## src/rtl/reg_writeback_arbiter.sv

```systemverilog
// Write-port arbiter for the register file. Load returns take priority over ALU writebacks.
// ALU writebacks that lose arbitration wait in a small in-order FIFO.
module reg_writeback_arbiter #(
   parameter int DATA_W = 32,
   parameter int ADDR_W = 5,
   parameter int DEPTH  = 4,
   parameter int CNT_W  = 3
) (
   input  logic              clk,
   input  logic              rst_n,
   input  logic              alu_valid,
   input  logic [ADDR_W-1:0] alu_rd,
   input  logic [DATA_W-1:0] alu_data,
   output logic              alu_ready,
   input  logic              ld_valid,
   input  logic [ADDR_W-1:0] ld_rd,
   input  logic [DATA_W-1:0] ld_data,
   output logic              RegWrite,
   output logic [ADDR_W-1:0] WriteReg,
   output logic [DATA_W-1:0] WriteData,
   input  logic [ADDR_W-1:0] rs_addr,
   input  logic [ADDR_W-1:0] rt_addr,
   input  logic [ADDR_W-1:0] rd_addr,
   output logic              rs_pending,
   output logic              rt_pending,
   output logic              rd_pending,
   output logic [CNT_W-1:0]  fifo_count
);

   localparam int PTR_W = (DEPTH > 1) ? $clog2(DEPTH) : 1;

   logic [ADDR_W-1:0] q_rd   [DEPTH];
   logic [DATA_W-1:0] q_data [DEPTH];
   logic [PTR_W-1:0]  head;
   logic [PTR_W-1:0]  tail;
   logic [PTR_W-1:0]  idx;
   logic [CNT_W-1:0]  count;
   logic              alu_take;
   logic              alu_keep;
   logic              ld_keep;
   logic              empty;
   logic              push;
   logic              pop;

   // Ready looks only at the registered count so it never depends on this cycle's pop.
   assign alu_ready  = (count < CNT_W'(DEPTH));
   assign alu_take   = alu_valid && alu_ready;
   assign alu_keep   = alu_take && (alu_rd != '0);
   assign ld_keep    = ld_valid && (ld_rd != '0);
   assign empty      = (count == '0);
   assign push       = alu_keep && (ld_keep || !empty);
   assign pop        = !ld_keep && !empty;
   assign fifo_count = count;

   always_ff @(posedge clk) begin
      if (!rst_n) begin
         head      <= '0;
         tail      <= '0;
         count     <= '0;
         RegWrite  <= 1'b0;
         WriteReg  <= '0;
         WriteData <= '0;
      end else begin
         if (push) tail <= tail + PTR_W'(1);
         if (pop)  head <= head + PTR_W'(1);
         if (push && !pop)
            count <= count + CNT_W'(1);
         else if (pop && !push)
            count <= count - CNT_W'(1);

         if (ld_keep) begin
            RegWrite  <= 1'b1;
            WriteReg  <= ld_rd;
            WriteData <= ld_data;
         end else if (!empty) begin
            RegWrite  <= 1'b1;
            WriteReg  <= q_rd[head];
            WriteData <= q_data[head];
         end else if (alu_keep) begin
            RegWrite  <= 1'b1;
            WriteReg  <= alu_rd;
            WriteData <= alu_data;
         end else begin
            RegWrite  <= 1'b0;
         end
      end
   end

   // Storage is not reset; only entries inside [head, head+count) are ever read.
   always_ff @(posedge clk) begin
      if (push) begin
         q_rd[tail]   <= alu_rd;
         q_data[tail] <= alu_data;
      end
   end

   always_comb begin
      rs_pending = 1'b0;
      rt_pending = 1'b0;
      rd_pending = 1'b0;
      idx        = head;
      for (int unsigned k = 0; k < DEPTH; k++) begin
         idx = head + PTR_W'(k);
         if (CNT_W'(k) < count) begin
            if ((q_rd[idx] == rs_addr) && (rs_addr != '0)) rs_pending = 1'b1;
            if ((q_rd[idx] == rt_addr) && (rt_addr != '0)) rt_pending = 1'b1;
            if ((q_rd[idx] == rd_addr) && (rd_addr != '0)) rd_pending = 1'b1;
         end
      end
   end

endmodule

```

## config.mk

```make
export PLATFORM = sky130hd
export DESIGN_NAME = reg_writeback_arbiter
export DESIGN_NICKNAME = d
export VERILOG_FILES = /design/src/rtl/reg_writeback_arbiter.sv
export SDC_FILE = /design/constraint.sdc
export NUM_CORES = 1
export LEC_CHECK = 0
export CORE_MARGIN = 4
export CORE_UTILIZATION = 51
export CTS_BUF_LIST = sky130_fd_sc_hd__clkbuf_8
export DETAILED_ROUTE_END_ITERATION = 8
export PLACE_DENSITY = 0.79
export SKIP_CTS_REPAIR_TIMING = 1
export SYNTH_ARGS = -nofsm -noshare
export SYNTH_HDL_FRONTEND = slang
export SYNTH_SLANG_ARGS = --single-unit
```

## constraint.sdc

```tcl
create_clock -name clk -period 3 [get_ports clk]
set_clock_uncertainty 0.1 [all_clocks]
set_input_delay 0.6 -clock clk [delete_from_list [all_inputs] [get_ports clk]]
set_output_delay 0.6 -clock clk [all_outputs]
set_load 0.005 [all_outputs]
```

== After elaboration in Yosys (flattened, before gate mapping) ==
Memory sizes are Yosys's and may differ from the RTL's. A register that Yosys moved wholly into a read port is not among the register bits.
Cells that the tools add are included.

* Register bits after elaboration: 45
* RAM bits: 148
* Input bits: 93
* Output and inout bits: 45
* Word-level logic and storage cells: 104
* Memories kept: 2

{| class="wikitable"
|+ Memory list
! memory !! depth !! bits a word !! read ports !! clocked after memory_dff !! write ports !! line !! source
|-
| q_data || 4 || 32 || 1 || 1 || 1 || 33 || <nowiki>logic [DATA_W-1:0] q_data [DEPTH];</nowiki>
|-
| q_rd || 4 || 5 || 4 || 1 || 1 || 32 || <nowiki>logic [ADDR_W-1:0] q_rd [DEPTH];</nowiki>
|}

* $add $sub $neg: 6
* Magnitude comparators: 5
* Equal/unequal tests: 13
* Multiplexer cells: 41
* Reduce and logical (&&, ||, !) cells: 31

{| class="wikitable"
|+ Operators with widths
! kind !! count
|-
| two-way mux 32 bit || 3
|-
| == test 5 bit || 12
|-
| two-way mux 1 bit || 29
|-
| nonzero test 5 bit || 5
|-
| logical AND 1 bit || 19
|-
| two-way mux 5 bit || 3
|-
| two-way mux 2 bit || 4
|-
| < comparator 1 x 3 -> 1 bit, first input constant || 2
|-
| < comparator 2 x 3 -> 1 bit, first input constant || 2
|-
| two-way mux 3 bit || 2
|-
| adder 2 x 1 -> 2 bit, second input constant || 2
|-
| adder 2 bit, second input constant || 2
|-
| logical NOT 1 bit || 4
|-
| adder 3 x 1 -> 3 bit, second input constant || 1
|-
| logical NOT 3 bit || 1
|-
| < comparator 3 bit, second input constant || 1
|-
| inequality test 3 bit, second input constant || 1
|-
| subtractor 3 x 1 -> 3 bit, second input constant || 1
|-
| nonzero test 2 bit || 1
|-
| logical OR 1 bit || 1
|}

== Longest topological paths before layout ==
* Word-level depth: 10
* Gate-level depth with buffers: 9
* Mapped depth without buffers: 7

== Least setup slack after synthesis ==
Ideal clock, no wire load.

* Path type: input port to flip-flop
* Start: input port alu_rd[2]
* End: memory q_data[2][0] (enable)
* Setup time: 0.398 ns
* Data arrival time: 2.408 ns
* Data required time: 2.502 ns
* Path slack: 0.094 ns
* Stages on the path: 5
* Cells stage by stage: or4_4 o21ai_4 or2b_2 a21oi_1 and2_1

* Word-level cells in the longest chain between the ends: 5

{| class="wikitable"
|+ Ends and longest elaborated chain
! what !! line !! source
|-
| start: declaration || 12 || <nowiki>input logic [ADDR_W-1:0] alu_rd,</nowiki>
|-
| nonzero test 5 bit || 48 || <nowiki>assign alu_keep = alu_take && (alu_rd != '0);</nowiki>
|-
| logical AND 1 bit || 48 ||
|-
| logical AND 1 bit || 51 || <nowiki>assign push = alu_keep && (ld_keep || !empty);</nowiki>
|-
| two-way mux 1 bit || 91 || <nowiki>if (push) begin</nowiki>
|-
| two-way mux 1 bit (implied by the code) || 93 || <nowiki>q_data[tail] <= alu_data;</nowiki>
|-
| end: declaration || 33 ||
|}

No other way between the ends.

== Worst setup path after layout ==
* Start: register head[0]
* End: output port rs_pending

* Word-level cells in the longest chain between the ends: 10
* Elaborated cells on any way between the ends: 16
* Classes of those cells: add/sub (3); eq/ne (3); mux (6); reduce/logical (3); memory (1)

{| class="wikitable"
|+ Ends and longest elaborated chain
! what !! line !! source
|-
| start: declaration || 34 || <nowiki>logic [PTR_W-1:0] head;</nowiki>
|-
| start signal: assignment || 65 || <nowiki>if (pop) head <= head + PTR_W'(1);</nowiki>
|-
| adder 2 x 1 -> 2 bit || 103 || <nowiki>idx = head + PTR_W'(k);</nowiki>
|-
| memory (4 x 5 bit) (*) || - ||
|-
| == test 5 bit || 105 || <nowiki>if ((q_rd[idx] == rs_addr) && (rs_addr != '0)) rs_pending = 1'b1;</nowiki>
|-
| logical AND 1 bit || 105 ||
|-
| two-way mux 1 bit || 105 ||
|-
| two-way mux 1 bit || 104 || <nowiki>if (CNT_W'(k) < count) begin</nowiki>
|-
| two-way mux 1 bit || 105 ||
|-
| two-way mux 1 bit || 104 ||
|-
| two-way mux 1 bit || 105 ||
|-
| two-way mux 1 bit (*) || 104 ||
|-
| end: declaration || 24 || <nowiki>output logic rs_pending,</nowiki>
|}

Mark *: on every way between the ends. The rest lies on a longest branch, timed or not.

==> results.sh <==
export IMPL_ys_seq_area_share_pct=58.33
export IMPL_gp_congestion=0.9406
export IMPL_final_nets=1003
export IMPL_yosysWarnings=0
export IMPL_dpl_hpwl_um=16870
export IMPL_antennaDiodeCount=0
export IMPL_clock_latency_ns=0.45
export IMPL_cp_num_buf_inv=3
export IMPL_die_area_sq_um=20320
export IMPL_port_buffers=137
export IMPL_powerDensity_nw_per_um2=727.8
export IMPL_sw_frac_of_total_pct=32.55
export IMPL_hp_start="WriteData[3]"
export IMPL_cpMaxStageDelayCell="mux4_2"
export IMPL_leakage_nw=4.168
export IMPL_coreArea_sq_um=17540
export IMPL_fin_util_pct=68.25
export IMPL_fmax_mhz=310.5
export IMPL_synth_edf_count=148
export IMPL_grtUsageTotal_pct=23.91
export IMPL_numCtsBuffers=17
export IMPL_grt_max_degree=47
export IMPL_violations="negative setup slack"
export IMPL_cts_root_buf="clkbuf_8"
export IMPL_initial_core_util_pct=52.65
export IMPL_ioPinCount=138
export IMPL_syn_area_per_cell_sq_um=13.00
export IMPL_gr_total_overflow=0
export IMPL_tightest_slew_ns=0.6293
export IMPL_hold_path_class="flop to flop"
export IMPL_drv_slew=0
export IMPL_dr_total_vias=6631
export IMPL_antenna_left=0
export IMPL_synth_top_area_share_pct=48.14
export IMPL_cts_htree_levels=4
export IMPL_grt_antenna_before_repair=1
export IMPL_synthArstFlopShare_pct=0
export IMPL_synth_distinct_cells=50
export IMPL_netlist_top_cell_by_area="edfxtp_1"
export IMPL_critPathCaptureType="output pin"
export IMPL_synth_area_sq_um=9233
export IMPL_clock_sinks=195
export IMPL_status="finished, violations left"
export IMPL_setup_tns_ns=-0.4559
export IMPL_remaining_drc_errors=0
export IMPL_dieHeight_um=142.5
export IMPL_path_cells="buf_12 -> mux4_2 -> buf_6 -> xor2_2 -> nor3_2 -> nand3_1 -> a211o_1 -> o21ai_2 -> clkbuf_2"
export IMPL_drt_total_wl_um=24070
export IMPL_rrSetupSlack_ns=0.52
export IMPL_drtIter0Drc=602
export IMPL_power_frac_clock_pct=21.4
export IMPL_worstPathRequired_ns=2.30
export IMPL_ys_seq_elements=195
export IMPL_rsz0062_at_grt="yes"
export IMPL_combinationalPowerShare_pct=39.1
export IMPL_syn_inst=710
export IMPL_max_slew_margin_pct=58.05
export IMPL_pwr_share_seq_pct=39.5
export IMPL_die_w_um=142.5
export IMPL_crit_family="multiplexers"
export IMPL_p_int_mw=5.876
export IMPL_cp_arrival_ns=2.52
export IMPL_dr_pass1_iters=5
export IMPL_cp_start_kind="flop"
export IMPL_switchingPower_mw=2.836
export IMPL_fin_ws_ns=-0.2207
export IMPL_ys_flop_type="edfxtp_1"
export IMPL_path_clk_slew_ns=0.10
export IMPL_startpoint="head[0]"
export IMPL_cts_tree="yes"
export IMPL_critPathMaxFanout=8
export IMPL_row_count=48
export IMPL_setup_viol=3
export IMPL_synth_area_top_cells="edfxtp_1 48%, dfxtp_1 10%, mux4_2 10%"
export IMPL_clock_path_buffers=2
export IMPL_grt_first_pass_wirelength_um=37370
export IMPL_maxCapViolations=0
export IMPL_fin_crit_ns=3.221
export IMPL_hold_viol=0
export IMPL_area_growth_pct=29.64
export IMPL_critical_path_max_stage_delay_ns=0.57
export IMPL_critPathKind="flop to output pin"
export IMPL_ir_drop_v=0.0005168
export IMPL_synthesis_nets=811
export IMPL_layout_drive_gt1_share_pct=22.19
export IMPL_grt_pass1_vias=6893
export IMPL_timing_rr_start="fifo_count[1]"
export IMPL_whs_ns=0.4221
export IMPL_wl_per_cell_um=21.11
export IMPL_layout_worst_path_cycle_share_pct=107.4
export IMPL_avgViaCountPerCell=5.817
[synth_stat cells (2+ instances only)]
| cell | number |
|---|---|
| a211o_1 | 2 |
| a21oi_1 | 39 |
| a31oi_1 | 4 |
| and2_1 | 10 |
| buf_1 | 7 |
| buf_2 | 12 |
| buf_6 | 2 |
| clkbuf_1 | 34 |
| clkinv_1 | 2 |
| dfxtp_1 | 47 |
| edfxtp_1 | 148 |
| ha_1 | 8 |
| inv_1 | 4 |
| mux2i_1 | 19 |
| mux4_1 | 6 |
| mux4_2 | 41 |
| nand2_1 | 14 |
| nand2b_1 | 2 |
| nand3_1 | 7 |
| nand4_1 | 4 |
| nor2_1 | 76 |
| nor2b_1 | 3 |
| nor3_1 | 72 |
| nor4_1 | 2 |
| o211a_1 | 5 |
| o211ai_1 | 3 |
| o21a_1 | 2 |
| o21ai_0 | 41 |
| o21ai_1 | 2 |
| o21ai_2 | 2 |
| o31ai_1 | 2 |
| or3_1 | 2 |
| or4_1 | 3 |
| xnor2_1 | 46 |
| xor2_1 | 22 |
[logic make-up (layout without fill, tap and decap cells)]
logic type	Yosys count	after routing	synth area share, %
flops	195	195	58.33
compound gates	108	108	6.912
fa+ha+maj	8	8	1.084
xor+xnor	68	68	6.451
buf+inv	62	267	2.887
mux	67	67	13.92
simple gates	202	202	10.42
[sequential cells by signal, indices dropped and copies added (netlist names), named ones only]
register,flops
tail,2
q_rd,20
head,2
WriteReg,5
WriteData,32
RegWrite,1
fifo_count,3
q_data,128
[worst min-delay path, delay by kind of cell, from the launching register on]
kind	cells	cell delay (ns)
DFF	1	0.34
and+or+nand+nor	1	0.07
AOI/OAI and AO/OA	1	0.08
[worst paths after layout]
kind,to,cells past startpoint
hold reg to reg,WriteData[3],2
setup reg to reg,q_data[3][26],6
setup / recovery,rs_pending,9
hold / removal,WriteData[3],2
[placed cells by master, fill, tap and decap left out, types with 18 or more instances in the layout]
master	instances
o21ai_0	40
clkdlybuf4s50_1	134
xnor2_1	44
a21oi_1	39
mux2i_1	18
buf_4	80
dfxtp_1	43
nor2_1	76
nor3_1	70
xor2_1	20
edfxtp_1	148
mux4_2	45
[power groups by stage]
stage / Combinational [mW] / Clock (mW) / Sequential, mW
detailed placement: 3.27 / 0 / 3.49
global route: 3.68 / 2.01 / 3.47
global placement: 3.20 / 0 / 3.46
finish: 3.41 / 1.86 / 3.44
CTS: 3.29 / 1.89 / 3.43
floorplan: 1.97 / 0 / 3.44
[through the flow]
step                      cell area (sq um)  setup slack [ns]  total power [mW]  instances
after detailed placement              11360           -0.3220             6.758       1096
after floorplan                        9233           0.09433             5.402        710
after CTS                             11810           -0.6614             8.612       1128
after global placement                11360           -0.2357             6.653       1096
final                                 11970           -0.2207             8.711       1140
after global routing                  11970           -0.3243             9.164       1140
[metal layers]
metal | GRT usage [%] | wire length, um
met5 | 0 | 13
met4 | 8.004 | 592
met3 | 5.645 | 1812
met2 | 40.63 | 12160
met1 | 30.34 | 9484
[final cells by class]
type	instances	area, sq um
timing repair buffer	229	2176
sequential	195	5395
tap	225	281.5
fill	1229	5568
clock inverter	15	220.2
multi-input combinational	453	3636
clock buffer	17	234.0
inverter	6	26.28
Note: power is estimated with default switching activity, not from simulation.
